<file path="src/rtl/axioma_eeprom_seq.sv">
// axioma_eeprom_seq: sequencer and bus arbiter in front of the 1 KB EEPROM
// controller. Single-byte requests from a non-CPU master are replayed as
// EEAR/EEDR/EECR register writes on the controller's 6-bit I/O bus, with
// the EEMPE->EEPE arming pair and busy polling. The CPU owns the bus
// whenever the sequencer is idle.
// Optional feature: define AXIOMA_EE_SEQ_VERIFY_EN to read back every
// written byte and flag an error if it does not match.
module axioma_eeprom_seq #(
    parameter logic [15:0] TIMEOUT_CYCLES = 16'd8000,
    parameter int          RISE_CYCLES    = 4
) (
    input  logic       clk,
    input  logic       reset,
    input  logic       req_valid,
    input  logic       req_write,
    input  logic [9:0] req_addr,
    input  logic [7:0] req_data,
    output logic       req_ready,
    output logic       rsp_valid,
    output logic [7:0] rsp_data,
    output logic       rsp_err,
    input  logic [5:0] cpu_io_addr,
    input  logic [7:0] cpu_io_data_in,
    input  logic       cpu_io_read,
    input  logic       cpu_io_write,
    output logic [7:0] cpu_io_data_out,
    output logic       cpu_conflict,
    output logic [5:0] ee_io_addr,
    output logic [7:0] ee_io_data_in,
    output logic       ee_io_read,
    output logic       ee_io_write,
    input  logic [7:0] ee_io_data_out,
    input  logic       ee_busy,
    output logic       seq_active
);

    localparam logic [5:0]  ADDR_EECR  = 6'h1F;
    localparam logic [5:0]  ADDR_EEDR  = 6'h20;
    localparam logic [5:0]  ADDR_EEARL = 6'h21;
    localparam logic [5:0]  ADDR_EEARH = 6'h22;
    localparam logic [15:0] RISE_LIMIT = 16'(RISE_CYCLES - 1);
    localparam logic [15:0] FALL_LIMIT = TIMEOUT_CYCLES - 16'd1;

    typedef enum logic [3:0] {
        S_IDLE,
        S_SET_AL,
        S_SET_AH,
        S_SET_DR,
        S_ARM,
        S_GO,
        S_WAIT_RISE,
        S_WAIT_FALL,
        S_FETCH,
        S_DONE,
        S_ERR
    } state_t;

    state_t      state;
    state_t      state_next;
    logic [9:0]  lat_addr;
    logic [7:0]  lat_data;
    logic        lat_write;
    logic [7:0]  rsp_byte;
    logic [15:0] timer;

    logic        cpu_is_ee;
    logic        cpu_strobe;
    logic        accept;
    logic        issue_write;
    logic        fsm_rd;
    logic        fsm_wr;
    logic [5:0]  fsm_addr;
    logic [7:0]  fsm_wdata;

    assign cpu_is_ee  = (cpu_io_addr >= ADDR_EECR) && (cpu_io_addr <= ADDR_EEARH);
    assign cpu_strobe = cpu_io_read || cpu_io_write;
    assign req_ready  = !reset && (state == S_IDLE) && !ee_busy && !(cpu_strobe && cpu_is_ee);
    assign accept     = req_valid && req_ready;

`ifdef AXIOMA_EE_SEQ_VERIFY_EN
    logic verify_phase;

    // Tracks whether the current write has moved on to its read-back pass
    always_ff @(posedge clk or posedge reset) begin
        if (reset) begin
            verify_phase <= 1'b0;
        end else if (accept) begin
            verify_phase <= 1'b0;
        end else if (state == S_WAIT_FALL && state_next == S_SET_AL) begin
            verify_phase <= 1'b1;
        end
    end

    assign issue_write = lat_write && !verify_phase;
`else
    assign issue_write = lat_write;
`endif

    // State register, request latches, response byte and per-state timer
    always_ff @(posedge clk or posedge reset) begin
        if (reset) begin
            state     <= S_IDLE;
            lat_addr  <= '0;
            lat_data  <= '0;
            lat_write <= 1'b0;
            rsp_byte  <= '0;
            timer     <= '0;
        end else begin
            state <= state_next;
            if (state_next != state) begin
                timer <= '0;
            end else if (timer != 16'hFFFF) begin
                timer <= timer + 16'd1;
            end
            if (accept) begin
                lat_addr  <= req_addr;
                lat_data  <= req_data;
                lat_write <= req_write;
                rsp_byte  <= req_data;
            end else if (state == S_FETCH) begin
                rsp_byte <= ee_io_data_out;
            end else if (state_next == S_ERR) begin
                rsp_byte <= '0;
            end
        end
    end

    // Next-state logic and the register access each state replays
    always_comb begin
        state_next = state;
        fsm_rd     = 1'b0;
        fsm_wr     = 1'b0;
        fsm_addr   = '0;
        fsm_wdata  = '0;
        case (state)
            S_IDLE: begin
                if (accept) state_next = S_SET_AL;
            end
            S_SET_AL: begin
                fsm_wr     = 1'b1;
                fsm_addr   = ADDR_EEARL;
                fsm_wdata  = lat_addr[7:0];
                state_next = S_SET_AH;
            end
            S_SET_AH: begin
                fsm_wr     = 1'b1;
                fsm_addr   = ADDR_EEARH;
                fsm_wdata  = {6'b0, lat_addr[9:8]};
                state_next = issue_write ? S_SET_DR : S_GO;
            end
            S_SET_DR: begin
                fsm_wr     = 1'b1;
                fsm_addr   = ADDR_EEDR;
                fsm_wdata  = lat_data;
                state_next = S_ARM;
            end
            S_ARM: begin
                fsm_wr     = 1'b1;
                fsm_addr   = ADDR_EECR;
                fsm_wdata  = 8'h04;
                state_next = S_GO;
            end
            S_GO: begin
                fsm_wr     = 1'b1;
                fsm_addr   = ADDR_EECR;
                fsm_wdata  = issue_write ? 8'h06 : 8'h01;
                state_next = S_WAIT_RISE;
            end
            S_WAIT_RISE: begin
                if (ee_busy) begin
                    state_next = S_WAIT_FALL;
                end else if (timer >= RISE_LIMIT) begin
                    state_next = S_ERR;
                end
            end
            S_WAIT_FALL: begin
                if (!ee_busy) begin
`ifdef AXIOMA_EE_SEQ_VERIFY_EN
                    state_next = issue_write ? S_SET_AL : S_FETCH;
`else
                    state_next = lat_write ? S_DONE : S_FETCH;
`endif
                end else if (timer >= FALL_LIMIT) begin
                    state_next = S_ERR;
                end
            end
            S_FETCH: begin
                fsm_rd   = 1'b1;
                fsm_addr = ADDR_EEDR;
`ifdef AXIOMA_EE_SEQ_VERIFY_EN
                state_next = (lat_write && ee_io_data_out != lat_data) ? S_ERR : S_DONE;
`else
                state_next = S_DONE;
`endif
            end
            S_DONE:  state_next = S_IDLE;
            S_ERR:   state_next = S_IDLE;
            default: state_next = S_IDLE;
        endcase
    end

    // Bus ownership: CPU passthrough while idle, sequencer otherwise
    always_comb begin
        ee_io_addr      = '0;
        ee_io_data_in   = '0;
        ee_io_read      = 1'b0;
        ee_io_write     = 1'b0;
        cpu_io_data_out = '0;
        cpu_conflict    = 1'b0;
        seq_active      = 1'b0;
        if (reset) begin
            seq_active = 1'b0;
        end else if (state == S_IDLE) begin
            ee_io_addr      = cpu_io_addr;
            ee_io_data_in   = cpu_io_write ? cpu_io_data_in : 8'h00;
            ee_io_read      = cpu_io_read;
            ee_io_write     = cpu_io_write;
            cpu_io_data_out = ee_io_data_out;
        end else begin
            seq_active   = 1'b1;
            cpu_conflict = cpu_strobe && cpu_is_ee;
            if (fsm_rd || fsm_wr) begin
                ee_io_addr    = fsm_addr;
                ee_io_data_in = fsm_wdata;
                ee_io_read    = fsm_rd;
                ee_io_write   = fsm_wr;
            end else if (cpu_strobe && !cpu_is_ee) begin
                ee_io_addr      = cpu_io_addr;
                ee_io_data_in   = cpu_io_write ? cpu_io_data_in : 8'h00;
                ee_io_read      = cpu_io_read;
                ee_io_write     = cpu_io_write;
                cpu_io_data_out = cpu_io_read ? ee_io_data_out : 8'h00;
            end
        end
    end

    // Completion pulse for the master
    always_comb begin
        rsp_valid = 1'b0;
        rsp_err   = 1'b0;
        rsp_data  = '0;
        if (!reset && state == S_DONE) begin
            rsp_valid = 1'b1;
            rsp_data  = rsp_byte;
        end else if (!reset && state == S_ERR) begin
            rsp_valid = 1'b1;
            rsp_err   = 1'b1;
            rsp_data  = rsp_byte;
        end
    end

endmodule

</file>
<file path="config.mk">
export PLATFORM = sky130hd
export DESIGN_NAME = axioma_eeprom_seq
export DESIGN_NICKNAME = d
export VERILOG_FILES = /design/src/rtl/axioma_eeprom_seq.sv
export SDC_FILE = /design/constraint.sdc
export NUM_CORES = 1
export LEC_CHECK = 0
export CAP_MARGIN = 20
export CORE_ASPECT_RATIO = 0.9
export CORE_UTILIZATION = 46
export CTS_CLUSTER_DIAMETER = 150
export DETAILED_ROUTE_END_ITERATION = 8
export PLACE_DENSITY_LB_ADDON = 0.05
export SLEW_MARGIN = 5
export SYNTH_ARGS = -nofsm -noshare
export SYNTH_HDL_FRONTEND = slang
export SYNTH_SLANG_ARGS = --single-unit
</file>
<file path="constraint.sdc">
create_clock -name clk -period 3.6 [get_ports clk]
set_input_delay 0.72 -clock clk [delete_from_list [all_inputs] [get_ports clk]]
set_output_delay 0.72 -clock clk [all_outputs]
set_load 0.1 [all_outputs]
</file>
==> metrics.yaml <==
routing:
  drt_iter0_markers: 261
  drt_first_pass_iters: 4
  drc: 0
  vias_per_cell: 5.66
  ant_nets: 0
  postRouteWirelength_mm: 8.69
  dr_total_vias: 2994
  wl_per_cell_um: 16.4
floorplanning:
  die_h_um: 80.2
  core-area_um2: 6590
  die_w_um: 88.9
  start_util: 0.474
  rows: 28
  dieArea_um2: 7130
  ios: 84
clocking:
  cts.sinks: 47
  htreeDepth: 2
  cts_setup_buffers: 0
  hold_buffers: 0
  cts_tree: "done"
  numCtsBuffers: 5
  cts_buffer_depth: 2
  clock_latency_ns: 0.30
  cts-root-buf: "clkbuf_8"
  post_cts_resized: 0
  path_clk_slew_ns: 0.08
critical_path:
  crit_chain: "clkdlybuf4s50_1 > and4b_1 > mux2i_2 > a31oi_1 > nor2_2 > buf_4 > o2bb2ai_1 > buf_12"
  critPathKind: "input pin to output pin"
  endpoint: "ee_io_data_in[5]"
  cp-start-kind: "input pin"
  end_kind: "output pin"
  critPathMaxStageDelay_ns: 0.52
  required_ns: 2.88
  critPathSlowestCell: "clkdlybuf4s50_1"
  cp.depth: 8
  startpoint: "cpu_io_addr[5]"
  cp_max_fo: 5
  crit_buf_inv: 3
  worst_r2r_path_depth: 7
  worstReg2RegEnd: "timer[10]"
  arrival_ns: 2.72
  crit_family: "buffers and inverters"
  rr_startpoint: "timer[0]"
  rrSetupSlack_ns: 1.20
logic_synthesis:
  synth_area_um2: 3120
  synth-async-reset-ratio: 1.00
  postSynthNetCount: 405
  synth_ff_type: "dfrtp_1"
  synth_edf_count: 0
  synth-seq-cells: 47
  seq_area_frac_synth: 0.376
  yosysWarnings: 0
  synth_cell_type_count: 58
  synth_cells: 357
  synth.avg_cell_area_um2: 8.75
final_layout:
  stdcell_area_um2: 4580
  final.fill_count: 551
  ff_latch_area_um2: 1180
  nets: 487
  layout-drive-gt1-share: 0.230
  post-route-util: 0.695
  final_common_cell: "nand2_1"
  final_cell_mix: "70 x nand2_1, 47 x dfrtp_1, 46 x clkdlybuf4s50_1"
  fin_cells: 529
  multi_input_area_um2: 1890
  area_growth_pct: 46.5
  diodes: 0
global_route:
  grt_pass1_vias: 2926
  globalRouteTotalUtil: 0.268
  grt_remaining_overflow: 0
  grt_pass1_wl_mm: 14.6
  grt_max_degree: 42
  grt_antenna_before_repair: 0
placement:
  gp_congestion: 0.887
  dp.cells: 522
  dpl_cell_area_um2: 4490
  port_buffers: 83
  dp_hpwl_mm: 6.54
timing:
  finClkSkew_ns: 0.00722
  max-slew-margin-rel: 0.501
  hold_ws_ns: 0.479
  setup_viol: 0
  hold_viol: 0
  max_freq_ghz: 0.291
  rsz0062_at_grt: "no"
  drv_slew: 0
  tightest_slew_ns: 0.745
  period_needed_ns: 3.44
  fin_crit_sh: 0.955
power:
  irDropWorstVdd_uv: 405
  p_leak_nw: 1.93
  power_density_nw_per_um2: 775
  finalPower_mw: 3.55
outcome:
  status: "completed"
hold_path:
  hp-class: "register to register"
run:
  maxCapViolCount: 0
per-layer routing:
metal | track usage | vias to the layer above | wire length [um]
met3 | 0.0555 | 7 | 495
li1 | - | 1453 | -
met1 | 0.364 | 1437 | 3900
met4 | 0.0565 | 0 | 91
met2 | 0.438 | 97 | 4210
met5 | 0 | - | 0
kinds of logic (layout without fill, tap and decap cells):
family	count (synthesis)	after routing	share of synthesized area
AO/OA/AOI/OAI	88	88	0.215
XOR/XNOR	11	11	0.0308
adder cells (fa/ha/maj)	1	1	0.00400
buffers and inverters	27	109	0.0436
flip-flops	47	47	0.376
multiplexers	11	11	0.0364
AND/OR/NAND/NOR	172	172	0.294
report_power, final:
part / internal (mW) / total (mW) / switching [mW]
Clock: 0.155 / 0.333 / 0.179
Combinational: 0.841 / 2.35 / 1.51
Sequential: 0.693 / 0.868 / 0.175
Total: 1.69 / 3.55 / 1.86
cell usage after synthesis, types with 7 or more instances:
cell	number	share of area
mux2i_1	10	0.032
o2bb2ai_1	8	0.022
nand2_1	71	0.085
o21ai_0	25	0.040
nor3_1	12	0.019
xor2_1	11	0.031
nor3_2	11	0.035
and2_1	17	0.034
nand3_1	14	0.022
nand2b_1	7	0.014
inv_1	8	0.0096
nor2_1	11	0.013
dfrtp_1	47	0.38
buf_2	10	0.016
a22oi_1	8	0.019
a21oi_1	9	0.014
metrics by stage:
step	setup WS [ns]	setup TNS (ns)
6_report	0.162	0
5_1_grt	0.0512	0
4_1_cts	0.186	0
3_5_place_dp	0.200	0
3_3_place_gp	0.299	0
2_1_floorplan	-0.192	-1.50
sequential cells by signal (all words and copies together) (netlist names):
signal / count
lat_data: 8
rsp_byte: 8
lat_addr: 10
issue_write: 1
state: 4
timer: 16
final cells by class:
cell class,instances,area share
sequential,47,0.257
clock inverter,1,0.00191
tap,90,0.0246
inverter,8,0.00738
multi-input combinational,283,0.413
timing repair buffer,94,0.278
clock buffer,6,0.0180
tightest hold or removal path, cell delays in order, from the launching register on:
cell	delay (ns)
dfrtp_1	0.35
nand2_1	0.05
nand2_1	0.05
how the worst min path moves through the flow:
stage / start / cells past startpoint / slack (ns) / endpoint
floorplan: lat_addr[1] / 2 / 0.44 / lat_addr[1]
global placement: lat_addr[4] / 2 / 0.46 / lat_addr[4]
detailed placement: lat_addr[7] / 2 / 0.46 / lat_addr[7]
CTS: lat_addr[7] / 2 / 0.48 / lat_addr[7]
global route: lat_data[2] / 2 / 0.51 / lat_data[2]
finish: lat_addr[7] / 2 / 0.48 / lat_addr[7]
(Power assumes the default switching activity.)
